--- src/rtl/divide_unit_pkg.sv ---
// Shared definitions for the multi-cycle integer divider.
// Holds the FSM state type, the fixed result latency and the UDIV/SDIV opcode fields.
// Imported by the divider top and its restoring-step datapath.
package divide_unit_pkg;

   localparam int WORD        = 64;
   localparam int DIV_LATENCY = WORD + 2;

   // Data-processing (2 source) encoding: shared opcode field, op selected by shamt
   localparam logic [10:0] DIV_OPCODE = 11'b10011010110;
   localparam logic [5:0]  UDIV_SHAMT = 6'b000010;
   localparam logic [5:0]  SDIV_SHAMT = 6'b000011;

   typedef enum logic [1:0] {
      IDLE = 2'd0,
      CALC = 2'd1,
      FIX  = 2'd2,
      DONE = 2'd3
   } div_state_t;

endpackage

--- src/rtl/div_step.sv ---
// One restoring-division iteration: shift {rem,quo} left, subtract divisor if it fits.
// Latency: combinational.
// Backpressure: none; the caller decides when to register the result.
module div_step #(
   parameter int WIDTH = 64
) (
   input  logic [WIDTH-1:0] i_rem,
   input  logic [WIDTH-1:0] i_quo,
   input  logic [WIDTH-1:0] i_divisor,
   output logic [WIDTH-1:0] o_rem,
   output logic [WIDTH-1:0] o_quo
);

   logic [WIDTH:0] w_trial;

   // Trial remainder keeps the shifted-out MSB so the compare never overflows
   always_comb begin
      w_trial = {i_rem, i_quo[WIDTH-1]};
      o_rem   = w_trial[WIDTH-1:0];
      o_quo   = {i_quo[WIDTH-2:0], 1'b0};
      if (w_trial >= {1'b0, i_divisor}) begin
         o_rem    = w_trial[WIDTH-1:0] - i_divisor;
         o_quo[0] = 1'b1;
      end
   end

endmodule

--- src/rtl/divide_unit.sv ---
// Multi-cycle UDIV/SDIV divider (restoring, one quotient bit per cycle).
// Latency: fixed, done pulses WIDTH+2 cycles after the cycle start is presented.
// Backpressure: start is only accepted in IDLE; busy holds the fetch stage meanwhile.
module divide_unit
   import divide_unit_pkg::*;
#(
   parameter int WIDTH = WORD
) (
   input  logic             i_clk,
   input  logic             i_reset,
   input  logic             i_start,
   input  logic             i_signed_op,
   input  logic [WIDTH-1:0] i_dividend,
   input  logic [WIDTH-1:0] i_divisor,
   output logic             o_busy,
   output logic             o_done,
   output logic [WIDTH-1:0] o_quotient,
   output logic [WIDTH-1:0] o_remainder,
   output logic             o_div_by_zero
);

   localparam int CNT_W = $clog2(WIDTH);

   div_state_t       r_state;
   div_state_t       w_state_nxt;
   logic             w_busy;
   logic             w_done;

   logic [WIDTH-1:0] r_rem;
   logic [WIDTH-1:0] r_quo;
   logic [WIDTH-1:0] r_dvs;
   logic [CNT_W-1:0] r_cnt;
   logic             r_sign_q;
   logic             r_sign_r;
   logic             r_divz;

   logic [WIDTH-1:0] r_quotient;
   logic [WIDTH-1:0] r_remainder;
   logic             r_div_by_zero;

   logic [WIDTH-1:0] w_abs_a;
   logic [WIDTH-1:0] w_abs_b;
   logic [WIDTH-1:0] w_rem_nxt;
   logic [WIDTH-1:0] w_quo_nxt;

   // Magnitudes only in signed mode; in unsigned mode the MSB is plain magnitude
   assign w_abs_a = (i_signed_op && i_dividend[WIDTH-1]) ? -i_dividend : i_dividend;
   assign w_abs_b = (i_signed_op && i_divisor[WIDTH-1])  ? -i_divisor  : i_divisor;

   div_step #(.WIDTH(WIDTH)) u_step (
      .i_rem     (r_rem),
      .i_quo     (r_quo),
      .i_divisor (r_dvs),
      .o_rem     (w_rem_nxt),
      .o_quo     (w_quo_nxt)
   );

   // State register; reset drops any operation in flight without a done pulse
   always_ff @(posedge i_clk or posedge i_reset) begin
      if (i_reset) begin
         r_state <= IDLE;
      end else begin
         r_state <= w_state_nxt;
      end
   end

   // Next state and status outputs; start outside IDLE (including DONE) is ignored
   always_comb begin
      w_state_nxt = r_state;
      w_busy      = 1'b0;
      w_done      = 1'b0;
      case (r_state)
         IDLE: begin
            if (i_start) begin
               w_state_nxt = CALC;
            end
         end
         CALC: begin
            w_busy = 1'b1;
            if (r_cnt == '0) begin
               w_state_nxt = FIX;
            end
         end
         FIX: begin
            w_busy      = 1'b1;
            w_state_nxt = DONE;
         end
         DONE: begin
            w_done      = 1'b1;
            w_state_nxt = IDLE;
         end
         default: w_state_nxt = IDLE;
      endcase
   end

   // Operand capture on accept, one step per CALC cycle, sign fix-up into results in FIX
   always_ff @(posedge i_clk or posedge i_reset) begin
      if (i_reset) begin
         r_rem         <= '0;
         r_quo         <= '0;
         r_dvs         <= '0;
         r_cnt         <= '0;
         r_sign_q      <= 1'b0;
         r_sign_r      <= 1'b0;
         r_divz        <= 1'b0;
         r_quotient    <= '0;
         r_remainder   <= '0;
         r_div_by_zero <= 1'b0;
      end else begin
         case (r_state)
            IDLE: begin
               if (i_start) begin
                  r_rem    <= '0;
                  r_quo    <= w_abs_a;
                  r_dvs    <= w_abs_b;
                  r_cnt    <= CNT_W'(WIDTH - 1);
                  r_sign_q <= i_signed_op & (i_dividend[WIDTH-1] ^ i_divisor[WIDTH-1]);
                  r_sign_r <= i_signed_op & i_dividend[WIDTH-1];
                  r_divz   <= (i_divisor == '0);
               end
            end
            CALC: begin
               r_rem <= w_rem_nxt;
               r_quo <= w_quo_nxt;
               r_cnt <= r_cnt - CNT_W'(1);
            end
            FIX: begin
               // With a zero divisor every trial fits, so rem ends as |dividend|;
               // re-applying the dividend sign returns the dividend unchanged.
               r_quotient    <= r_divz ? '0 : (r_sign_q ? -r_quo : r_quo);
               r_remainder   <= r_sign_r ? -r_rem : r_rem;
               r_div_by_zero <= r_divz;
            end
            default: ;
         endcase
      end
   end

   assign o_busy        = w_busy;
   assign o_done        = w_done;
   assign o_quotient    = r_quotient;
   assign o_remainder   = r_remainder;
   assign o_div_by_zero = r_div_by_zero;

endmodule
--- config.mk ---
export PLATFORM = sky130hd
export DESIGN_NAME = divide_unit
export DESIGN_NICKNAME = d
export VERILOG_FILES = /design/src/rtl/divide_unit_pkg.sv /design/src/rtl/div_step.sv /design/src/rtl/divide_unit.sv
export SDC_FILE = /design/constraint.sdc
export NUM_CORES = 1
export LEC_CHECK = 0
export ABC_CLOCK_PERIOD_IN_PS = 12750
export CAP_MARGIN = 15
export CORE_UTILIZATION = 58
export DETAILED_ROUTE_END_ITERATION = 8
export PLACE_DENSITY = 0.85
export RECOVER_POWER = 50
export SLEW_MARGIN = 25
export SYNTH_ARGS = -nofsm -noshare
export SYNTH_HDL_FRONTEND = slang
export SYNTH_SLANG_ARGS = --single-unit
--- constraint.sdc ---
create_clock -name i_clk -period 12.75 [get_ports i_clk]
set_input_delay 2.55 -clock i_clk [delete_from_list [all_inputs] [get_ports i_clk]]
set_output_delay 2.55 -clock i_clk [all_outputs]
set_load 0.02 [all_outputs]
==> reports/results.txt <==
Sequential fraction of the synthesis area: 37.1%
Critical path class: input port to asynchronous set/reset pin
Worst setup EP type: asynchronous set/reset pin
Total track usage: 36.1%
Cell taking the most area after synthesis: dfrtp_1
Syn_area_per_cell: 8.25 um2
Area growth syn-to-layout: 18.8%
Min Tclk post-route: 7.13 ns
PD cells: 256 mW/mm2
Port Buffer Count: 262
Post-CTS setup buffers: 0
Critical Path RT: 13.48 ns
Post-CTS Hold Buffers: 0
Global-route wire length before repair: 111000 um
Via/cell ratio: 6.29
CP Data Arrival Time: 7.86 ns
CP Max Fanout: 127
Final ANT Viol Nets: 0
P_leak: 11.3 nW
Number of synthesized flops with an enable pin: 0
Die height: 198 um
Drt initial violations: 2110
Vias: 21500
Setup_tns: 0 ns
Synth cell types: 75
Largest net degree at the start of global routing: 129
Final setup fails: 0
Die area: 0.0394 mm2
Failing checks: capacitance limit, slew limit
Worst-Margin Slew: 5.57 ns
# DRC: 0
Final Hold Viols: 0
Yosys top cell area share: 37.1%
Worst-path clk slew: 0.06 ns
RSZ-0062 raised after global routing: false
Top_reg_cell synth: dfrtp_1
Layout cells sized above 1: 4.47%
Register bit count reported by yosys: 332
Synth Cell Area: 0.0224 mm2
CP Launch Type: input port
CTS tree: built
Initial Util: 59.1%
First-pass iteration count of the detailed router: 6
Die W: 198 um
Final GP Congestion: 0.985
Fin crit share: 55.9%
GRT Residual Overflow: 0
Rows: 71
CTS Sinks: 332
Synthesis Warnings: 0
Worst-Skew Late Latency: 0.57 ns
Synth area leaders: dfrtp_1 37%, xor2_1 8.2%, o21ai_0 6.3%
Outcome: finished with violations
Wire length per cell: 20.9 um
Async set-reset flop share out of synthesis: 100%
H-tree depth: 2
Vias in the first global route: 19800
CTS buffer count: 38
Headroom to the max-slew limit: -271%
Layout Nets: 3088
CTS max path bufs: 3
Root Driver: clkbuf_16
Dpl cells: 3351
Post-synthesis cell count: 2711
Maximum VDD drop: 305 uV
Hpwl dp: 53100 um
Min-Delay Path Class: flop to flop
Initial antenna violation count: 2
I/O pin cnt: 263
Slew Limit Fails: 408
Non-filler cells, final: 3421
PostCTS Resize Cnt: 0
MaxCap Viol Count: 4
Max Clk Rate: 140 MHz
Fin Clk Skew: 0.0308 ns
Fillers: 3025
Syn nets: 2918
Post-Route WL: 71400 um
Core area: 0.0378 mm2
synthesized netlist by cell type (49+ instances only):
master	number
dfrtp_1	332
nand2_1	320
o21ai_0	283
a21oi_1	262
nor2_1	225
xor2_1	209
clkbuf_1	143
inv_1	106
xnor2_1	90
ha_1	74
o31ai_1	61
o2bb2ai_1	59
or3_1	50
nor3_1	49
o21ai_1	49
per-layer routing:
layer  global-route usage [%]  routed length [um]
met1                     55.2               32600
met2                     51.0               29600
met3                     8.09                7590
met4                     9.26                1570
met5                        0                  11
worst max-delay path, cell delays in order:
cell           delay, ns
dlygate4sd3_1       0.55
clkinvlp_2          3.05
buf_6               0.76
buf_4               0.40
buf_16              0.31
placed cells by master, fill, tap and decap left out, drive strengths merged, types with 57 or more instances in the layout:
cell type      count
dfrtp            332
o21ai            332
nand2            320
a21oi            262
nor2             225
xor2             209
clkdlybuf4s50    203
inv              108
xnor2             90
ha                74
o31ai             64
o2bb2ai           59
dlygate4sd3       59
clkbuf            57
power by group:
part	internal [mW]	switching, mW	total [mW]
registers	1.50	0.397	1.89
clock network	0.669	0.463	1.13
logic	1.39	2.39	3.78
final timing paths:
path,end,slack [ns],depth (start not counted),from
setup / recovery,o_remainder[30]$_DFFE_PP0P_,5.62,5,i_reset
hold / removal,o_quotient[11]$_DFFE_PP0P_,0.48,1,o_quotient[11]$_DFFE_PP0P_
setup reg to reg,o_remainder[37]$_DFFE_PP0P_,7.61,5,r_state[0]$_DFFE_PP0P_
min in group asynchronous,o_remainder[26]$_DFFE_PP0P_,4.12,2,i_reset
hold reg to reg,o_quotient[11]$_DFFE_PP0P_,0.48,1,o_quotient[11]$_DFFE_PP0P_
max in group i_clk,r_dvs[38]$_DFFE_PP0P_,6.08,4,i_start
final cells by class:
cell class | count | area (um2) | area share (%)
multi-input combinational | 2118 | 13100 | 49.4
tap | 511 | 639 | 2.41
sequential | 332 | 8310 | 31.3
inverter | 107 | 403 | 1.52
clock buffer | 53 | 1140 | 4.28
antenna | 1 | 2.50 | 0.00941
timing repair buffer | 284 | 2800 | 10.5
clock inverter | 15 | 160 | 0.603
flip-flops by register name, summed over array words and instances (netlist names), 2 cells and up:
register / flops
o_quotient: 64
o_remainder: 64
r_dvs: 64
r_quo: 64
r_rem: 64
r_cnt: 6
r_state: 2
through the flow:
| step | hold WS (ns) | util (%) | area, um2 | power (mW) | setup WS [ns] |
|---|---|---|---|---|---|
| finish | 0.479 | 70.2 | 26600 | 6.81 | 5.62 |
| global route | 0.491 | 70.2 | 26600 | 7.26 | 4.70 |
| floorplan | 0.450 | - | 22400 | 4.31 | 1.00 |
| global placement | 0.463 | 66.8 | 25300 | 5.50 | 6.52 |
| detailed placement | 0.473 | 66.8 | 25300 | 5.60 | 6.47 |
| CTS | 0.485 | 70.3 | 26600 | 6.77 | 7.04 |
kinds of logic (layout without fill, tap and decap cells):
family                     count (synthesis)  after routing  synth area share, %
AOI/OAI and AO/OA                        872            872                 23.3
and+or+nand+nor                          846            846                 18.1
DFF                                      332            332                 37.1
xor gates and xnor gates                 299            299                 11.7
buffers and inverters                    261            459                 4.38
adders and majority gates                 75             75                 4.23
muxes                                     26             26                 1.20
other                                      0              1                    0
(Power assumes the default switching activity.)
